==> src/rtl/decode_instruction_pkg.sv <==
// Shared constants for the fetch/decode front end: widths, instruction field
// positions, opcode values and the immediate sign-extension helper.
package decode_instruction_pkg;

  localparam int WORD  = 32;
  localparam int ADDR  = 16;
  localparam int W_OPC = 6;
  localparam int W_OPR = 32;
  localparam int W_RD  = 4;

  localparam int OPC_MSB     = 31;
  localparam int OPC_LSB     = 26;
  localparam int RD_MSB      = 25;
  localparam int RD_LSB      = 22;
  localparam int RS_MSB      = 21;
  localparam int RS_LSB      = 18;
  localparam int IMM_SEL_BIT = 17;
  localparam int IMM_MSB     = 15;
  localparam int IMM_LSB     = 0;
  localparam int W_IMM       = IMM_MSB - IMM_LSB + 1;

  localparam logic [W_OPC-1:0] OPC_NOP = 6'd0;
  localparam logic [W_OPC-1:0] OPC_MOV = 6'd1;
  localparam logic [W_OPC-1:0] OPC_ADD = 6'd2;
  localparam logic [W_OPC-1:0] OPC_SUB = 6'd3;
  localparam logic [W_OPC-1:0] OPC_AND = 6'd4;
  localparam logic [W_OPC-1:0] OPC_OR  = 6'd5;

  function automatic logic [W_OPR-1:0] sext_imm(input logic [W_IMM-1:0] imm);
    return {{(W_OPR-W_IMM){imm[W_IMM-1]}}, imm};
  endfunction

endpackage

==> src/rtl/decode_instruction_register_file.sv <==
// 16-entry register file: one synchronous write port, two combinational read
// ports, asynchronously cleared.
module register_file #(
  parameter int W_OPR = 32,
  parameter int W_RD  = 4,
  parameter int ADDR  = 16
) (
  input  logic             clk,
  input  logic             reset,
  input  logic             we,
  input  logic [W_RD-1:0]  wa,
  input  logic [W_OPR-1:0] wd,
  input  logic [W_RD-1:0]  ra0,
  output logic [W_OPR-1:0] rd0,
  input  logic [W_RD-1:0]  ra1,
  output logic [W_OPR-1:0] rd1
);

  logic [ADDR-1:0][W_OPR-1:0] regs;

  always_ff @(posedge clk or posedge reset) begin
    if (reset)   regs     <= '0;
    else if (we) regs[wa] <= wd;
  end

  assign rd0 = regs[ra0];
  assign rd1 = regs[ra1];

endmodule

==> src/rtl/decode_instruction.sv <==
// Decode stage: register-file read plus a single output register with stall
// hold. Define DECODE_BYPASS_EN to forward same-edge write-back data.
module decode_instruction #(
  parameter int WORD  = decode_instruction_pkg::WORD,
  parameter int W_OPC = decode_instruction_pkg::W_OPC,
  parameter int W_OPR = decode_instruction_pkg::W_OPR,
  parameter int W_RD  = decode_instruction_pkg::W_RD
) (
  input  logic             clk,
  input  logic             reset,
  input  logic             v_i,
  input  logic [WORD-1:0]  inst_i,
  input  logic             stall_i,
  output logic             stall_o,
  output logic             v_o,
  output logic [W_OPC-1:0] opecode_o,
  output logic [W_OPR-1:0] opr0_o,
  output logic [W_OPR-1:0] opr1_o,
  output logic [W_RD-1:0]  wb_r_o,
  input  logic             wb_i,
  input  logic [W_RD-1:0]  wb_r_i,
  input  logic [W_OPR-1:0] result_i
);
  import decode_instruction_pkg::*;

  logic [W_OPC-1:0] opc;
  logic [W_RD-1:0]  rd, rs;
  logic             imm_sel;
  logic [W_OPR-1:0] rf_rd0, rf_rd1, rd_val, rs_val, opr1;
  logic             hold;

  assign opc     = inst_i[OPC_MSB:OPC_LSB];
  assign rd      = inst_i[RD_MSB:RD_LSB];
  assign rs      = inst_i[RS_MSB:RS_LSB];
  assign imm_sel = inst_i[IMM_SEL_BIT];

  register_file #(.W_OPR(W_OPR), .W_RD(W_RD), .ADDR(ADDR)) u_rf (
    .clk   (clk),
    .reset (reset),
    .we    (wb_i),
    .wa    (wb_r_i),
    .wd    (result_i),
    .ra0   (rd),
    .rd0   (rf_rd0),
    .ra1   (rs),
    .rd1   (rf_rd1)
  );

`ifdef DECODE_BYPASS_EN
  // Forward the write-back landing on this same edge instead of the stale entry.
  assign rd_val = (wb_i && wb_r_i == rd) ? result_i : rf_rd0;
  assign rs_val = (wb_i && wb_r_i == rs) ? result_i : rf_rd1;
`else
  assign rd_val = rf_rd0;
  assign rs_val = rf_rd1;
`endif

  assign opr1    = imm_sel ? sext_imm(inst_i[IMM_MSB:IMM_LSB]) : rs_val;
  // An empty output register never blocks, even when downstream is stalled.
  assign hold    = stall_i & v_o;
  assign stall_o = hold;

  always_ff @(posedge clk or posedge reset) begin
    if (reset) begin
      v_o       <= 1'b0;
      opecode_o <= '0;
      opr0_o    <= '0;
      opr1_o    <= '0;
      wb_r_o    <= '0;
    end else if (!hold) begin
      v_o       <= v_i;
      opecode_o <= opc;
      opr0_o    <= rd_val;
      opr1_o    <= opr1;
      wb_r_o    <= rd;
    end
  end

endmodule

==> config.mk <==
export PLATFORM = sky130hd
export DESIGN_NAME = decode_instruction
export DESIGN_NICKNAME = d
export VERILOG_FILES = /design/src/rtl/decode_instruction_pkg.sv /design/src/rtl/decode_instruction_register_file.sv /design/src/rtl/decode_instruction.sv
export SDC_FILE = /design/constraint.sdc
export NUM_CORES = 1
export LEC_CHECK = 0
export ABC_AREA = 0
export BUFFER_PORTS_ARGS = -buffer_cell sky130_fd_sc_hd__buf_4
export CORE_MARGIN = 8
export CORE_UTILIZATION = 60
export CTS_CLUSTER_SIZE = 20
export DETAILED_ROUTE_END_ITERATION = 8
export GPL_TIMING_DRIVEN = 0
export PLACE_DENSITY_LB_ADDON = 0.3
export SYNTH_ARGS = -nofsm -noshare
export SYNTH_HDL_FRONTEND = slang
export SYNTH_SLANG_ARGS = --single-unit
==> constraint.sdc <==
create_clock -name clk -period 45 [get_ports clk]
set_input_delay 9 -clock clk [delete_from_list [all_inputs] [get_ports clk]]
set_output_delay 9 -clock clk [all_outputs]
set_load 0.01 [all_outputs]
### After elaboration in Yosys (flattened, before gate mapping)

Index checks and enable logic that the tools add are counted.

* bits of input ports: 73
* word-level logic and storage cells: 35
* bits in registers: 587
* output and inout port bits: 76

* bitwise gates (word level): 1
* order comparisons: 4
* reduce and logical (&&, ||, !) cells: 1
* multiplexer cells: 8

Operators with widths (count)
* $bwmux 512: 1
* $bmux 32 s4: 2
* $demux 32 s4: 1
* $mux 32: 4
* $lt 4x5->1 const B: 3
* $ge 4x1->1 const B: 1
* $and 1x1->1: 1
* $logic_and 1x1->1: 1

### Longest topological paths before layout

Gate-level depths: netlist of the first run.

* depth after elaboration: 5
* mapped depth: 8
* gate-level depth less buffers: 5

### Hierarchy

From an unflattened synthesis of the first run, not the netlist that was laid out.

* cell total of the unflattened synthesis: 1919
* area, all modules: 29859.9 µm²

Modules (own cells, without submodules)
* register_file: area an instance 26629.3 µm², cells an instance 1681, instances 1, sequential area each 12812.3 µm²
* decode_instruction: area an instance 3230.6 µm², cells an instance 238, instances 1, sequential area each 1876.8 µm²

### Worst setup path after synthesis of the first run

OpenSTA, ideal clock, no wires.

* kind: input to output
* from: input port stall_i
* to: output port stall_o
* data arrival time: 9.787 ns
* buffers on the path: 2
* stages on the path: 4
* data required time: 36.000 ns
* slack: 26.213 ns
* path through: nand2_1 inv_1 clkbuf_1 buf_1

* longest elaborated chain between the ends: 1

RTL lines
* from (decl): RTL line decode_instruction.sv:13 `input logic stall_i,`
* $and 1x1->1: RTL line decode_instruction.sv:60 `assign hold = stall_i & v_o;`
* to (decl): RTL line decode_instruction.sv:14 `output logic stall_o,`

No other way between the ends.

### Worst setup path after layout of the first run

Same ends and word-level chain as after synthesis.

==> flow_metrics.py, run 1 <==
metrics = {
    "critical_path": {
        "critPathTopFamily": "buffers and inverters",
        "ff2ff_setup_slack_ns": 41.97,
        "worstPathRequired_ns": 36.00,
        "critPathKind": "in -> out",
        "crit_top_cell": "buf_4",
        "cpMaxStageDelayCell": "clkbuf_1",
        "r2r_start": "v_o",
        "worstSetupEndpointType": "output port",
        "critPathArrivalTime_ns": 10.92,
        "worstPathCellList": "buf_4, nand2_1, inv_1, clkbuf_1, buf_1, buf_4",
        "critPathBufInv": 5,
        "cp_slowest_stage_delay_ns": 0.83,
        "startpoint_type": "input port",
        "path_depth": 6,
        "reg2reg_depth": 6,
        "rr_endpoint": "opr0_o[13]",
        "crit_end": "stall_o",
        "startpoint": "stall_i",
        "path_max_fanout": 10,
    },
    "timing": {
        "setup_tns_ns": 0,
        "finalHoldViolCount": 0,
        "fin_crit_sh_pct": 44.26,
        "whs_ns": 0.4642,
        "worst_slew_margin_rel_pct": 2.754,
        "clock.fmax_mhz": 50.21,
        "finalMaxSlewViolations": 0,
        "fin_skew_ns": 0.02104,
        "finalSetupViolations": 0,
        "tightest_slew_ns": 1.459,
        "worst_slack_ns": 25.08,
        "rsz0062_at_grt": "no",
        "post-route-min-period_ns": 19.92,
    },
    "layout": {
        "post-route-util_pct": 69.33,
        "nFillCells": 3338,
        "area_delta_synth_final_pct": 13.85,
        "seqCellArea_sq_um": 14690,
        "layout-drive-gt1-share_pct": 51.35,
        "multiInputGateArea_sq_um": 14210,
        "layout.nets": 2250,
        "design_area_sq_um": 34010,
    },
    "yosys": {
        "synth_edf_count": 0,
        "yosys.cell_types.count": 31,
        "yosys-top-cells-count": "587 x dfrtp_1, 553 x mux2_2, 230 x mux4_2",
        "ys_async_sr_fraction_pct": 100.0,
        "synthFlopType": "dfrtp_1",
        "synth_top_area_cell": "dfrtp_1",
        "synthCells": 1964,
        "syn_nets": 2037,
        "syn_area_sq_um": 29870,
        "syn_area_per_cell_sq_um": 15.21,
        "yosysWarnings": 0,
        "synthTopCellsByArea": "dfrtp_1 49%, mux2_2 21%, mux4_2 17%",
        "ys_ff_latch": 587,
        "netlist.area_leader.share_pct": 49.18,
        "yosysMostFrequentCell": "dfrtp_1",
        "seq_area_frac_synth_pct": 49.18,
    },
    "die": {
        "io_pins": 149,
        "core_sq_um": 49050,
        "die-area_sq_um": 57180,
        "initial_core_util_pct": 60.89,
        "rows": 81,
        "die_y_microns": 239.1,
        "die_w_microns": 239.1,
    },
    "cts": {
        "cts_tree": "yes",
        "cts_buffer_depth": 3,
        "clock-root-buffer": "clkbuf_16",
        "cts_max_level": 3,
        "cts_resized": 0,
        "hold_buffers": 0,
        "postCtsSetupBuffers": 0,
        "clkSinkCount": 587,
        "insertion_delay_ns": 0.61,
        "path_clk_slew_ns": 0.06,
        "cts_made_buffers": 66,
    },
    "routing": {
        "wirelength_microns": 97660,
        "vias_per_cell": 7.126,
        "vias": 20580,
        "drtPass1Iterations": 7,
        "wl_per_cell_microns": 33.81,
        "drc_errors": 0,
        "antenna_left": 0,
        "drt_iter0_markers": 2640,
    },
    "placement": {
        "hpwl_microns": 63510,
        "place_area_sq_um": 31880,
        "portBuffers": 141,
        "gp_congestion": 0.9461,
        "place_ws_ns": 25.12,
    },
    "power_and_ir_drop": {
        "leakage_nw": 14.60,
        "irDropWorstVdd_v": 0.00003442,
        "p_per_area_nw_per_um2": 48.52,
    },
    "run_status": {
        "status": "completed",
    },
    "grt": {
        "globalRouteTotalUtil_pct": 34.30,
        "antenna_found_initial": 5,
        "grt_pass1_wl_microns": 142400,
        "grt_pass1_vias": 21270,
        "grt_overflow_total": 0,
        "grt_max_degree": 135,
    },
    "hold_path": {
        "min_path_cells": 2,
        "min_path_type": "reg -> reg",
    },
    "flow_run": {
        "cap_violations": 0,
    },
}
metal layers:
layer / part of all wire (%) / GRT usage (%) / up-vias / wire length (microns)
met1: 37 / 44.23 / 10750 / 35650
met5: 0.10 / 0 / - / 98
met4: 6.2 / 18.77 / 6 / 6054
met2: 45 / 50.65 / 1497 / 43560
li1: - / - / 7935 / -
met3: 13 / 12.13 / 395 / 12290
worst min-delay path by stage:
| stage | slack (ns) | endpoint | start |
|---|---|---|---|
| 2_1_floorplan | 0.47 | u_rf.regs[408] | u_rf.regs[408] |
| 3_3_place_gp | 0.45 | opecode_o[1] | opecode_o[1] |
| 3_5_place_dp | 0.46 | opecode_o[4] | opecode_o[4] |
| 4_1_cts | 0.47 | opecode_o[4] | opecode_o[4] |
| 5_1_grt | 0.49 | opecode_o[0] | opecode_o[0] |
| 6_report | 0.46 | opecode_o[0] | opecode_o[0] |
worst reg2reg max path: cells and delay by family, from the launching register on:
kind,cells,cell delay (ns)
compound gates,2,0.39
flops,1,0.40
buf+inv,2,1.58
simple gates,2,0.54
final cells by class:
cell class              count  area share (%)
diodes                      2         0.01472
plain buffers             187           2.829
clock buffers             104           5.994
clock inverters             9          0.2539
inverters                   2         0.04415
multi-input cells        1188           41.79
flip-flops and latches    587           43.20
well taps                 664           2.443
repair buffers            145           3.436
metrics by stage:
stage	cells	total power, mW
floorplan	1964	0.9844
global placement	2769	1.085
detailed placement	2773	1.108
CTS	2886	1.639
global route	2886	1.704
finish	2888	1.650
cell usage in the layout (no fill, tap or decap), types with 2 or more instances in the layout:
| cell | count |
|---|---|
| a211oi_1 | 11 |
| dfrtp_1 | 587 |
| nand3_1 | 16 |
| buf_4 | 157 |
| clkinv_2 | 3 |
| clkbuf_8 | 18 |
| a21oi_1 | 25 |
| mux2i_1 | 107 |
| clkbuf_16 | 69 |
| clkbuf_1 | 86 |
| o22ai_1 | 19 |
| nor2_1 | 22 |
| nand2b_1 | 8 |
| mux2_1 | 10 |
| nand2_1 | 63 |
| buf_1 | 5 |
| diode_2 | 2 |
| nand3b_1 | 4 |
| mux4_2 | 230 |
| and2_1 | 3 |
| nand4_1 | 15 |
| o21ai_0 | 30 |
| mux2_2 | 553 |
| buf_2 | 84 |
| clkinvlp_4 | 2 |
| buf_16 | 4 |
| inv_6 | 3 |
| buf_6 | 11 |
| nor2b_1 | 13 |
| a32oi_1 | 13 |
| a22oi_1 | 41 |
state kept, by name, summed over array words and instances (netlist names):
name	cells
u_rf.regs	512
v_o	1
opr1_o	32
opecode_o	6
opr0_o	32
wb_r_o	4
cell families after synthesis:
| logic type | Yosys count | share of synthesized area, % |
|---|---|---|
| buffers and inverters | 189 | 3.242 |
| muxes | 900 | 42.15 |
| DFF | 587 | 49.18 |
| AOI/OAI and AO/OA | 140 | 3.037 |
| and+or+nand+nor | 148 | 2.388 |
report_power, final:
part / switching [mW] / total, mW / internal (mW) / leakage, nW
Sequential: 0.0960 / 0.744 / 0.648 / 7.18
Clock: 0.221 / 0.537 / 0.316 / 1.04
Combinational: 0.148 / 0.369 / 0.220 / 6.38
Total: 0.466 / 1.65 / 1.18 / 14.6
Power figures use the tool's default switching activity.
==> run 2: changes to the inputs <==
clock period = 19.3 ns   (was 45 ns; I/O delays follow)
==> flow_metrics.py, run 2 (synthesized netlist as in run 1, its figures left out) <==
metrics = {
    "run_status": {
        "status": "completed",
    },
    "power_and_ir_drop": {
        "finalPower_mw": 3.825,
        "leakage_nw": 14.69,
        "p_per_area_nw_per_um2": 112.0,
        "irDropWorstVdd_v": 0.00007819,
    },
    "timing": {
        "fin_skew_ns": 0.01930,
        "tightest_slew_ns": 1.338,
        "worst_slew_margin_rel_pct": 10.78,
        "rsz0062_at_grt": "no",
        "clock.fmax_mhz": 102.5,
        "whs_ns": 0.4712,
        "worst_slack_ns": 9.546,
        "finalHoldViolCount": 0,
        "setup_tns_ns": 0,
        "finalSetupViolations": 0,
        "fin_crit_sh_pct": 50.54,
        "post-route-min-period_ns": 9.754,
        "finalMaxSlewViolations": 0,
    },
    "die": {
        "rows": 81,
        "initial_core_util_pct": 60.89,
        "die_y_microns": 239.1,
        "io_pins": 149,
        "core_sq_um": 49050,
        "die-area_sq_um": 57180,
        "die_w_microns": 239.1,
    },
    "routing": {
        "antenna_left": 0,
        "wirelength_microns": 98760,
        "drc_errors": 0,
        "wl_per_cell_microns": 34.06,
        "vias_per_cell": 7.148,
        "drtPass1Iterations": 6,
        "vias": 20730,
        "drt_iter0_markers": 2554,
    },
    "layout": {
        "mostFrequentLayoutCell": "dfrtp_1",
        "top_regs": "u_rf.regs x512, opr0_o x32, opr1_o x32",
        "largest_reg_flops": 512,
        "layout-drive-gt1-share_pct": 52.10,
        "post-route-util_pct": 69.64,
        "layout.nets": 2257,
        "area_delta_synth_final_pct": 14.37,
        "design_area_sq_um": 34160,
        "instances_no_fill": 2900,
        "final_cell_mix": "587 x dfrtp_1, 553 x mux2_2, 230 x mux4_2",
        "largest-register": "u_rf.regs",
    },
    "grt": {
        "antenna_found_initial": 3,
        "grt_max_degree": 44,
        "globalRouteTotalUtil_pct": 34.81,
        "grt_pass1_wl_microns": 144500,
        "grt_overflow_total": 0,
        "grt_pass1_vias": 21380,
    },
    "placement": {
        "dpl.cell_count": 2785,
        "place_ws_ns": 9.729,
        "portBuffers": 141,
        "hpwl_microns": 64970,
        "place_area_sq_um": 32080,
        "gp_congestion": 0.9487,
    },
    "critical_path": {
        "worstPathRequired_ns": 15.44,
        "critPathKind": "in -> out",
        "worstSetupEndpointType": "output port",
        "path_max_fanout": 10,
        "critPathArrivalTime_ns": 5.89,
        "startpoint_type": "input port",
    },
    "hold_path": {
        "min_path_type": "reg -> reg",
    },
    "cts": {
        "cts_max_level": 2,
        "hold_buffers": 0,
        "cts_made_buffers": 61,
        "path_clk_slew_ns": 0.06,
        "cts_buffer_depth": 3,
        "postCtsSetupBuffers": 0,
        "cts_resized": 0,
        "clkSinkCount": 587,
        "clock-root-buffer": "clkbuf_16",
        "insertion_delay_ns": 0.66,
        "cts_tree": "yes",
    },
    "flow_run": {
        "cap_violations": 0,
    },
}
run 2: critical path, cell delays in order:
cell and delay (ns):
buf_4 0.09, nand2_1 0.18, inv_1 0.20, clkbuf_1 0.92, buf_1 0.43, buf_4 0.21
run 2: power breakdown:
part / switching, mW / total [mW] / internal, mW
clock network: 0.519 / 1.22 / 0.702
logic: 0.350 / 0.868 / 0.518
registers: 0.225 / 1.74 / 1.51
run 2: worst paths after layout:
check | to | cells past startpoint | start | slack, ns
min in group asynchronous | u_rf.regs[462] | 2 | reset | 3.23
setup reg to reg | opr1_o[3] | 6 | v_o | 16.01
hold / removal | wb_r_o[2] | 2 | wb_r_o[2] | 0.47
hold reg to reg | wb_r_o[2] | 2 | wb_r_o[2] | 0.47
setup / recovery | stall_o | 6 | stall_i | 9.55
max in group asynchronous | opr1_o[21] | 8 | reset | 14.32
run 2: routing by layer:
metal	track usage, %	wire, microns
met1	46.24	36920
met4	19.20	6066
met2	51.77	44390
met5	0	0
met3	9.809	11380
run 2: final cells by class:
type	count	area (sq um)
Antenna cell	2	5.005
Buffer	187	962.2
Inverter	2	11.26
Sequential cell	587	14690
Multi-Input combinational cell	1188	14210
Clock inverter	29	279.0
Fill cell	3268	14890
Tap cell	664	830.8
Clock buffer	84	1794
Timing Repair Buffer	157	1379
==> run 3: changes to the inputs <==
CORE_UTILIZATION = 56   (was 60)
clock period = 8.3 ns   (was 19.3 ns; I/O delays follow)
==> flow_metrics.py, run 3 (synthesized netlist as in run 1, its figures left out) <==
metrics = {
    "timing": {
        "finalMaxSlewViolations": 11,
        "clock.fmax_mhz": 190.5,
        "fin_crit_sh_pct": 63.25,
        "worst_slew_margin_rel_pct": -1.696,
        "rsz0062_at_grt": "no",
        "finalSetupViolations": 0,
        "tightest_slew_ns": 1.525,
        "setup_tns_ns": 0,
        "fin_skew_ns": 0.02061,
        "post-route-min-period_ns": 5.250,
        "finalHoldViolCount": 0,
    },
    "grt": {
        "globalRouteMet3Util_pct": 9.452,
        "grt_pass1_wl_microns": 143000,
        "groute.layer.met1.usage_pct": 41.91,
        "use_met2_pct": 49.08,
        "grt_max_degree": 45,
        "globalRouteTotalUtil_pct": 32.28,
        "grt_pass1_vias": 21130,
        "grt_overflow_total": 0,
        "antenna_found_initial": 3,
        "grt_busiest_layer": "met2",
    },
    "critical_path": {
        "worstPathCellList": "buf_4, nand2_1, inv_1, clkbuf_1, buf_1, buf_4",
        "crit_top_cell": "buf_4",
        "critPathArrivalTime_ns": 3.59,
        "critPathKind": "in -> out",
        "cp_slowest_stage_delay_ns": 0.88,
        "critPathTopFamily": "buffers and inverters",
        "cpMaxStageDelayCell": "clkbuf_1",
        "worstPathRequired_ns": 6.64,
        "worstSetupEndpointType": "output port",
        "startpoint_type": "input port",
        "path_max_fanout": 10,
        "critPathBufInv": 5,
    },
    "routing": {
        "wirelength_microns": 98530,
        "vias": 20410,
        "antenna_left": 0,
        "wl_per_cell_microns": 33.78,
        "drtPass1Iterations": 6,
        "drt_iter0_markers": 2618,
        "vias_per_cell": 6.996,
        "drc_errors": 0,
    },
    "cts": {
        "postCtsSetupBuffers": 0,
        "cts_tree": "yes",
        "clock-root-buffer": "clkbuf_16",
        "hold_buffers": 0,
        "cts_max_level": 2,
        "clkSinkCount": 587,
        "cts_made_buffers": 60,
        "insertion_delay_ns": 0.65,
        "path_clk_slew_ns": 0.06,
        "cts_buffer_depth": 3,
        "cts_resized": 0,
    },
    "layout": {
        "instances_no_fill": 2917,
        "largest_reg_flops": 512,
        "largest-register": "u_rf.regs",
        "mostFrequentLayoutCell": "dfrtp_1",
        "top_regs": "u_rf.regs x512, opr0_o x32, opr1_o x32",
        "final_cell_mix": "587 x dfrtp_1, 553 x mux2_2, 230 x mux4_2",
        "area_delta_synth_final_pct": 14.31,
        "layout.nets": 2256,
        "layout-drive-gt1-share_pct": 51.73,
        "nFillCells": 3741,
    },
    "placement": {
        "gp_congestion": 0.9205,
        "portBuffers": 141,
        "dpl.cell_count": 2808,
        "hpwl_microns": 65390,
    },
    "flow_run": {
        "cap_violations": 1,
    },
    "die": {
        "initial_core_util_pct": 56.72,
        "core_sq_um": 52660,
        "die_y_microns": 246.9,
        "die-area_sq_um": 60980,
        "rows": 84,
        "io_pins": 149,
        "die_w_microns": 246.9,
    },
    "run_status": {
        "status": "finished, violations left",
        "failed_checks": "capacitance limit, slew limit",
    },
    "power_and_ir_drop": {
        "irDropWorstVdd_v": 0.0001732,
        "p_per_area_nw_per_um2": 259.2,
        "leakage_nw": 14.65,
    },
    "hold_path": {
        "min_path_type": "reg -> reg",
    },
}
[run 3: worst paths after layout]
| check | start | to | slack [ns] | depth (start not counted) |
|---|---|---|---|---|
| max reg2reg | v_o | opr1_o[16] | 5.33 | 6 |
| min in group asynchronous | reset | u_rf.regs[494] | 1.07 | 3 |
| min | wb_r_o[0] | wb_r_o[0] | 0.47 | 2 |
| max in group asynchronous | reset | opr0_o[24] | 5.65 | 8 |
| max | stall_i | stall_o | 3.05 | 6 |
| min reg2reg | wb_r_o[0] | wb_r_o[0] | 0.47 | 2 |
[run 3: layout make-up]
class                   instances  area (sq um)  area share [%]
flip-flops and latches        587         14690           43.02
multi-input cells            1188         14210           41.62
clock buffers                  85          1745           5.112
repair buffers                157          1384           4.053
plain buffers                 187         960.9           2.815
well taps                     688         860.8           2.521
clock inverters                21         274.0          0.8026
inverters                       2         11.26         0.03298
diodes                          2         5.005         0.01466
[run 3: through the flow]
step	setup WS (ns)	power (mW)	hold WS [ns]	instance area, sq um	util [%]
after floorplan	-1.361	5.338	0.4705	29870	-
after global placement	-4.328	5.902	0.4563	31790	60.38
after detailed placement	3.055	6.028	0.4587	32090	60.95
after CTS	3.060	8.812	0.4728	34110	64.78
after global routing	2.995	9.144	0.4958	34140	64.83
final	3.050	8.848	0.4740	34140	64.84
[run 3: per-layer routing]
| layer | wire length [microns] | share of wire, % |
|---|---|---|
| met5 | 94 | 0.095 |
| met4 | 5800 | 5.9 |
| met3 | 10910 | 11 |
| met2 | 44940 | 46 |
| met1 | 36780 | 37 |
[run 3: power breakdown]
part / internal (mW) / total (mW) / switching [mW]
Clock: 1.62 / 2.81 / 1.19
Sequential: 3.51 / 4.02 / 0.505
Combinational: 1.20 / 2.02 / 0.818
Total: 6.33 / 8.85 / 2.51
[run 3: worst reg2reg max path, cell delays in order, from the launching register on]
cell and delay [ns]:
dfrtp_1 0.45, nand2_1 0.13, clkbuf_1 0.64, nand3b_1 0.77
clkbuf_1 0.52, o21ai_0 0.23, a21oi_1 0.07
